$ cat config.mk
export PLATFORM = sky130hd
export DESIGN_NAME = height_digit_ctrl
export DESIGN_NICKNAME = d
export VERILOG_FILES = /design/src/rtl/height_disp_pkg.sv /design/src/rtl/bin2bcd_seq.sv /design/src/rtl/height_digit_ctrl.sv
export SDC_FILE = /design/constraint.sdc
export NUM_CORES = 1
export LEC_CHECK = 0
export CELL_PAD_IN_SITES_DETAIL_PLACEMENT = 2
export CELL_PAD_IN_SITES_GLOBAL_PLACEMENT = 2
export CORE_ASPECT_RATIO = 0.75
export CORE_MARGIN = 3
export CORE_UTILIZATION = 31
export CTS_BUF_LIST = sky130_fd_sc_hd__clkbuf_8 sky130_fd_sc_hd__clkbuf_16
export DETAILED_ROUTE_END_ITERATION = 12
export GPL_TIMING_DRIVEN = 1
export PLACE_DENSITY_LB_ADDON = 0.1
export RECOVER_POWER = 50
export REMOVE_ABC_BUFFERS = 1
export SLEW_MARGIN = 20
export SYNTH_ARGS = -nofsm -noshare
export SYNTH_HDL_FRONTEND = slang
export SYNTH_SLANG_ARGS = --single-unit
export TNS_END_PERCENT = 30
$ cat constraint.sdc
create_clock -name clk -period 2.1 [get_ports clk]
set_clock_uncertainty 0.15 [all_clocks]
set_input_delay 0.21 -clock clk [delete_from_list [all_inputs] [get_ports clk]]
set_output_delay 0.21 -clock clk [all_outputs]
set_load 0.01 [all_outputs]
$ cat src/rtl/height_disp_pkg.sv
`default_nettype none
// ---------------------------------------------------------------------------
// height_disp_pkg : shared types and constants for the height readout
// Revision 1.0
// ---------------------------------------------------------------------------
package height_disp_pkg;

  typedef enum logic [0:0] {
    IDLE    = 1'b0,
    CONVERT = 1'b1
  } state_t;

  localparam logic [5:0] COLOR_WHITE = 6'b111111;
  localparam logic [5:0] COLOR_BLACK = 6'b000000;

  localparam int DEF_GLYPH_W = 8;
  localparam int DEF_GLYPH_H = 16;

endpackage
`default_nettype wire

$ cat src/rtl/bin2bcd_seq.sv
`default_nettype none
// ---------------------------------------------------------------------------
// bin2bcd_seq : iterative double-dabble converter, one shift per cycle
// Revision 1.0
// ---------------------------------------------------------------------------
module bin2bcd_seq #(
  parameter int VALUE_W    = 10,
  parameter int NUM_DIGITS = 3
) (
  input  logic                    clk,
  input  logic                    reset,
  input  logic                    start_i,
  input  logic [VALUE_W-1:0]      value_i,
  output logic                    busy_o,
  output logic                    done_o,
  output logic [4*NUM_DIGITS-1:0] bcd_o
);

  localparam int BCD_W = 4 * NUM_DIGITS;
  localparam int CNT_W = $clog2(VALUE_W + 1);

  logic [BCD_W-1:0]         bcd_q, bcd_d, adj;
  logic [VALUE_W-1:0]       bin_q, bin_d;
  logic [CNT_W-1:0]         cnt_q;
  logic                     busy_q;
  logic [BCD_W+VALUE_W-1:0] shifted;

  always_comb begin
    adj = bcd_q;
    for (int i = 0; i < NUM_DIGITS; i++) begin
      if (bcd_q[4*i +: 4] >= 4'd5) adj[4*i +: 4] = bcd_q[4*i +: 4] + 4'd3;
    end
    shifted = {adj, bin_q} << 1;
    bcd_d   = shifted[BCD_W+VALUE_W-1:VALUE_W];
    bin_d   = shifted[VALUE_W-1:0];
  end

  // The result is presented combinationally on the final shift so the caller
  // can capture it on the same edge that ends the conversion.
  assign done_o = busy_q && (cnt_q == CNT_W'(VALUE_W - 1));
  assign bcd_o  = bcd_d;
  assign busy_o = busy_q;

  always_ff @(posedge clk) begin
    if (reset) begin
      busy_q <= 1'b0;
      cnt_q  <= '0;
      bcd_q  <= '0;
      bin_q  <= '0;
    end else if (start_i && !busy_q) begin
      busy_q <= 1'b1;
      cnt_q  <= '0;
      bcd_q  <= '0;
      bin_q  <= value_i;
    end else if (busy_q) begin
      bcd_q <= bcd_d;
      bin_q <= bin_d;
      cnt_q <= cnt_q + 1'b1;
      if (done_o) busy_q <= 1'b0;
    end
  end

endmodule
`default_nettype wire

$ cat src/rtl/height_digit_ctrl.sv
`default_nettype none
// ---------------------------------------------------------------------------
// height_digit_ctrl : decimal height readout rendered through a glyph ROM
// Revision 1.0
// ---------------------------------------------------------------------------
module height_digit_ctrl
  import height_disp_pkg::*;
#(
  parameter int VALUE_W    = 10,
  parameter int NUM_DIGITS = 3,
  parameter int ORIGIN_X   = 16,
  parameter int ORIGIN_Y   = 16,
  parameter int GLYPH_W    = DEF_GLYPH_W,
  parameter int GLYPH_H    = DEF_GLYPH_H
) (
  input  logic               clk,
  input  logic               reset,
  input  logic               height_valid,
  input  logic [VALUE_W-1:0] height_value,
  output logic               height_ready,
  input  logic               frame_start,
  input  logic               pix_valid,
  input  logic [9:0]         pix_x,
  input  logic [9:0]         pix_y,
  output logic [3:0]         glyph_digit,
  output logic [4:0]         glyph_col,
  output logic [4:0]         glyph_row,
  input  logic [5:0]         glyph_data,
  output logic [5:0]         pixel_out,
  output logic               pix_out_valid
);

  localparam int         BCD_W   = 4 * NUM_DIGITS;
  localparam int         MAX_VAL = 10 ** NUM_DIGITS - 1;
  localparam int         GW_LOG  = $clog2(GLYPH_W);
  localparam logic [10:0] X_LO   = 11'(ORIGIN_X);
  localparam logic [10:0] X_HI   = 11'(ORIGIN_X + NUM_DIGITS * GLYPH_W);
  localparam logic [10:0] Y_LO   = 11'(ORIGIN_Y);
  localparam logic [10:0] Y_HI   = 11'(ORIGIN_Y + GLYPH_H);

  state_t             state_q, state_d;
  logic               conv_start, conv_busy, conv_done, ready;
  logic [BCD_W-1:0]   conv_bcd;
  logic [VALUE_W-1:0] sat_value;
  logic [BCD_W-1:0]   pending_q, display_q;
  logic               pending_flag_q;

  assign sat_value = (32'(height_value) > 32'(MAX_VAL)) ? VALUE_W'(MAX_VAL) : height_value;

  bin2bcd_seq #(
    .VALUE_W    (VALUE_W),
    .NUM_DIGITS (NUM_DIGITS)
  ) u_bin2bcd (
    .clk     (clk),
    .reset   (reset),
    .start_i (conv_start),
    .value_i (sat_value),
    .busy_o  (conv_busy),
    .done_o  (conv_done),
    .bcd_o   (conv_bcd)
  );

  always_ff @(posedge clk) begin
    if (reset) state_q <= IDLE;
    else       state_q <= state_d;
  end

  always_comb begin
    state_d    = state_q;
    conv_start = 1'b0;
    ready      = 1'b0;
    case (state_q)
      IDLE: begin
        ready = !conv_busy;
        if (height_valid && ready) begin
          conv_start = 1'b1;
          state_d    = CONVERT;
        end
      end
      CONVERT: if (conv_done) state_d = IDLE;
      default: state_d = IDLE;
    endcase
  end

  assign height_ready = ready && !reset;

  // A conversion finishing on a frame boundary bypasses pending entirely.
  always_ff @(posedge clk) begin
    if (reset) begin
      pending_q      <= '0;
      pending_flag_q <= 1'b0;
      display_q      <= '0;
    end else if (conv_done) begin
      pending_q <= conv_bcd;
      if (frame_start) begin
        display_q      <= conv_bcd;
        pending_flag_q <= 1'b0;
      end else begin
        pending_flag_q <= 1'b1;
      end
    end else if (frame_start && pending_flag_q) begin
      display_q      <= pending_q;
      pending_flag_q <= 1'b0;
    end
  end

  logic       in_box, sel_blank, lead_zero;
  logic [9:0] dx, dig_idx;
  logic [3:0] sel_digit, nib;

  always_comb begin
    in_box    = ({1'b0, pix_x} >= X_LO) && ({1'b0, pix_x} < X_HI) &&
                ({1'b0, pix_y} >= Y_LO) && ({1'b0, pix_y} < Y_HI);
    dx        = pix_x - 10'(ORIGIN_X);
    dig_idx   = dx >> GW_LOG;
    sel_digit = '0;
    sel_blank = 1'b0;
    lead_zero = 1'b1;
    nib       = '0;
    for (int i = 0; i < NUM_DIGITS; i++) begin
      nib       = display_q[BCD_W-4-4*i +: 4];
      lead_zero = lead_zero && (nib == 4'd0);
      if (dig_idx == 10'(i)) begin
        sel_digit = nib;
        sel_blank = lead_zero && (i != NUM_DIGITS - 1);
      end
    end
  end

  logic s1_valid_q, s1_in_box_q, s1_blank_q;

  always_ff @(posedge clk) begin
    if (reset) begin
      glyph_digit <= '0;
      glyph_col   <= '0;
      glyph_row   <= '0;
      s1_valid_q  <= 1'b0;
      s1_in_box_q <= 1'b0;
      s1_blank_q  <= 1'b0;
    end else begin
      s1_valid_q  <= pix_valid;
      s1_in_box_q <= in_box;
      s1_blank_q  <= sel_blank;
      if (pix_valid && in_box) begin
        glyph_digit <= sel_digit;
        glyph_col   <= 5'(dx & 10'(GLYPH_W - 1));
        glyph_row   <= 5'(pix_y - 10'(ORIGIN_Y));
      end
    end
  end

  always_ff @(posedge clk) begin
    if (reset) begin
      pixel_out     <= COLOR_WHITE;
      pix_out_valid <= 1'b0;
    end else begin
      pixel_out     <= (s1_in_box_q && !s1_blank_q) ? glyph_data : COLOR_WHITE;
      pix_out_valid <= s1_valid_q;
    end
  end

endmodule
`default_nettype wire

==> results.py <==
metrics = {
    "timing": {
        "relSlewSlack_pct": 56.6,
        "drv_slew": 0,
        "worst_pin_slew_ns": 0.649,
        "hold_ws_ns": 0.211,
        "final-setup-viol-count": 0,
        "fmax_mhz": 497,
        "finalHoldViolations": 0,
        "period_needed_ns": 2.01,
        "period_share_pct": 95.7,
    },
    "worst_setup_path": {
        "worstRegToRegCells": 7,
        "reg2reg_slack_ns": 0.10,
        "path_class": "input port to primary output",
        "rr_endpoint": "display_q[9]$_SDFFE_PP0P_",
        "cp.required_ns": 1.74,
        "worstPathArrival_ns": 1.65,
        "cp-end-kind": "primary output",
        "cp-start-kind": "input port",
        "r2r-start": "u_bin2bcd.cnt_q[0]$_SDFFE_PP0P_",
        "crit_fanout": 5,
    },
    "min_path": {
        "hold_start": "pix_x[4]",
        "whs_path_depth": 4,
        "hold_end": "s1_blank_q$_SDFF_PP0_",
        "hold_path.class": "input port to flip-flop",
    },
    "synthesis": {
        "synthDistinctLibCells": 50,
        "synth_edf_count": 0,
        "async_reset_ff_share_pct": 0,
        "ys.warnings.count": 0,
        "synth_seq_cells": 75,
        "syn_area_sq_um": 3320,
        "synthCells": 363,
        "syn_area_per_cell_sq_um": 9.13,
        "ys.flop_type": "dfxtp_1",
        "ys_seq_area_share_pct": 45.3,
    },
    "cts": {
        "cts_buffers": 9,
        "cts_max_level": 3,
        "clock_path_buffers": 2,
        "cts_tree": "built",
        "cts_num_sinks": 75,
        "insertion_delay_ns": 0.33,
        "path_clk_slew_ns": 0.05,
        "cts-root-buf": "clkbuf_16",
        "post-cts-setup-buffers": 0,
    },
    "layout": {
        "diodes": 0,
        "nFillCells": 1146,
        "finalNetCount": 494,
        "drive_above_1_share_pct": 12.5,
        "design_area_sq_um": 4540,
        "final_common_cell": "dfxtp_1",
        "finish.utilization_pct": 43.8,
        "multiInputGateArea_sq_um": 1700,
        "seq_area_sq_um": 1500,
        "layout_common_cells": "75 x dfxtp_1, 49 x nor2_1, 37 x clkdlybuf4s50_1",
        "syn_to_final_growth_pct": 36.9,
    },
    "pwr": {
        "total_power_mw": 3.33,
        "powerDensity_nw_per_um2": 734,
        "vdd_drop_max_uv": 397,
        "leakagePower_nw": 1.75,
    },
    "floorplanning": {
        "dieArea_sq_um": 12000,
        "start_util_pct": 32.0,
        "core_sq_um": 10400,
        "io_pins": 63,
        "rows": 32,
        "die_w_um": 125,
        "die_h_um": 95.6,
    },
    "route": {
        "drcViolationCount": 0,
        "wl_per_cell_um": 16.2,
        "vias_per_cell": 4.97,
        "ant_nets": 0,
        "wirelength_mm": 9.43,
        "drt-initial-drc-count": 73,
        "dr.pass1.iters": 4,
        "vias": 2895,
    },
    "placement": {
        "gp_congestion": 0.778,
        "hpwlAfterDp_mm": 6.73,
        "io_buffer_count": 60,
        "dpl_cell_area_sq_um": 4190,
    },
    "outcome": {
        "outcome": "completed",
    },
    "grt": {
        "grt_use_total_pct": 16.3,
        "grt_pass1_vias": 3002,
        "grt_first_pass_wirelength_mm": 15.4,
        "grt_antenna_before_repair": 0,
        "grt_max_degree": 37,
        "overflow": 0,
    },
    "flow_run": {
        "maxCapViolCount": 0,
    },
}
[cell usage after synthesis (2+ instances only)]
library cell / n / area, sq um
o31ai_1: 6 / 45.0
a211oi_1: 8 / 60.1
ha_1: 11 / 138
a2111oi_0: 3 / 26.3
a22oi_1: 6 / 45.0
clkbuf_1: 14 / 52.6
nor2_1: 49 / 184
a21o_1: 2 / 15.0
buf_4: 2 / 15.0
mux2i_1: 25 / 250
nand2b_1: 12 / 75.1
a21oi_1: 34 / 170
nand2_1: 26 / 97.6
inv_1: 14 / 52.6
nor2b_1: 6 / 37.5
nand3b_1: 7 / 52.6
xnor2_1: 5 / 43.8
o21ai_0: 8 / 40.0
a311oi_1: 3 / 26.3
nor3b_1: 8 / 60.1
xor2_1: 3 / 26.3
dfxtp_1: 75 / 1500
nor3_1: 5 / 25.0
nand3_1: 5 / 25.0
[metal layers]
metal	global-route usage, %	up-vias	wire, um
li1	-	1424	-
met1	20.8	1422	4570
met2	27.0	41	4440
met3	4.54	8	332
met4	4.87	0	89
met5	0	-	0
[layout make-up]
type / count / share of cell area [%]
well taps: 136 / 3.75
repair buffers: 87 / 18.0
flip-flops and latches: 75 / 33.1
multi-input cells: 255 / 37.5
clock inverters: 6 / 1.24
clock buffers: 10 / 5.26
inverters: 14 / 1.16
[power breakdown]
part | internal (mW) | switching (mW) | total, mW
Combinational | 0.165 | 0.169 | 0.335
Clock | 0.941 | 0.580 | 1.52
Sequential | 1.46 | 0.0228 | 1.48
Total | 2.56 | 0.772 | 3.33
[cell families (layout without fill, tap and decap cells)]
logic type / after synthesis / after routing / synth area share [%]
DFF: 75 / 75 / 45.3
muxes: 25 / 25 / 7.55
other: 1 / 2 / 0.113
xor gates and xnor gates: 8 / 8 / 2.11
adders and majority gates: 11 / 11 / 4.15
AOI/OAI and AO/OA: 77 / 77 / 14.9
buffers and inverters: 34 / 117 / 4.64
and+or+nand+nor: 132 / 132 / 21.2
[critical path, stage by stage]
cell             delay (ns)
dlygate4sd3_1          0.53
clkbuf_1               0.18
nor3_1                 0.16
clkdlybuf4s50_1        0.56
[worst max path at each step]
| stage | from | endpoint | slack, ns | cells after the start |
|---|---|---|---|---|
| after global placement | pix_x[4] | glyph_row[2]$_SDFFE_PP0P_ | -0.27 | 9 |
| final | reset | height_ready | 0.09 | 4 |
| after floorplan | u_bin2bcd.busy_o$_SDFF_PP0_ | display_q[1]$_SDFFE_PP0P_ | -0.76 | 5 |
| after CTS | pix_x[4] | glyph_digit[1]$_SDFFE_PP0P_ | 0.01 | 8 |
| after global routing | u_bin2bcd.cnt_q[0]$_SDFFE_PP0P_ | display_q[9]$_SDFFE_PP0P_ | -0.02 | 7 |
| after detailed placement | pix_x[4] | glyph_digit[3]$_SDFFE_PP0P_ | -0.33 | 6 |
[timing repair]
item | 4_1_cts | 5_1_grt
hold endpoints to repair | 2 | 0
resized for setup | 2 | 10
setup endpoints to repair | 2 | 17
hold buffers | 1 | 0
pin swaps | 0 | 2
[state kept, by name, indices dropped and copies added (netlist names)]
signal,count
glyph_col,3
u_bin2bcd.busy_o,1
state_q,1
u_bin2bcd.bcd_q,12
s1_in_box_q,1
pending_q,12
u_bin2bcd.bin_q,10
glyph_row,5
pending_flag_q,1
display_q,12
pix_out_valid,1
s1_valid_q,1
s1_blank_q,1
pixel_out,6
glyph_digit,4
u_bin2bcd.cnt_q,4
[stage by stage]
step,worst slack (ns),setup TNS (ns),std cells
final,0.0896,0,583
after global routing,-0.0210,-0.0210,583
after CTS,0.0146,0,583
after detailed placement,-0.330,-3.89,566
after global placement,-0.271,-3.44,566
after floorplan,-0.758,-7.86,344
Power figures use the tool's default switching activity.
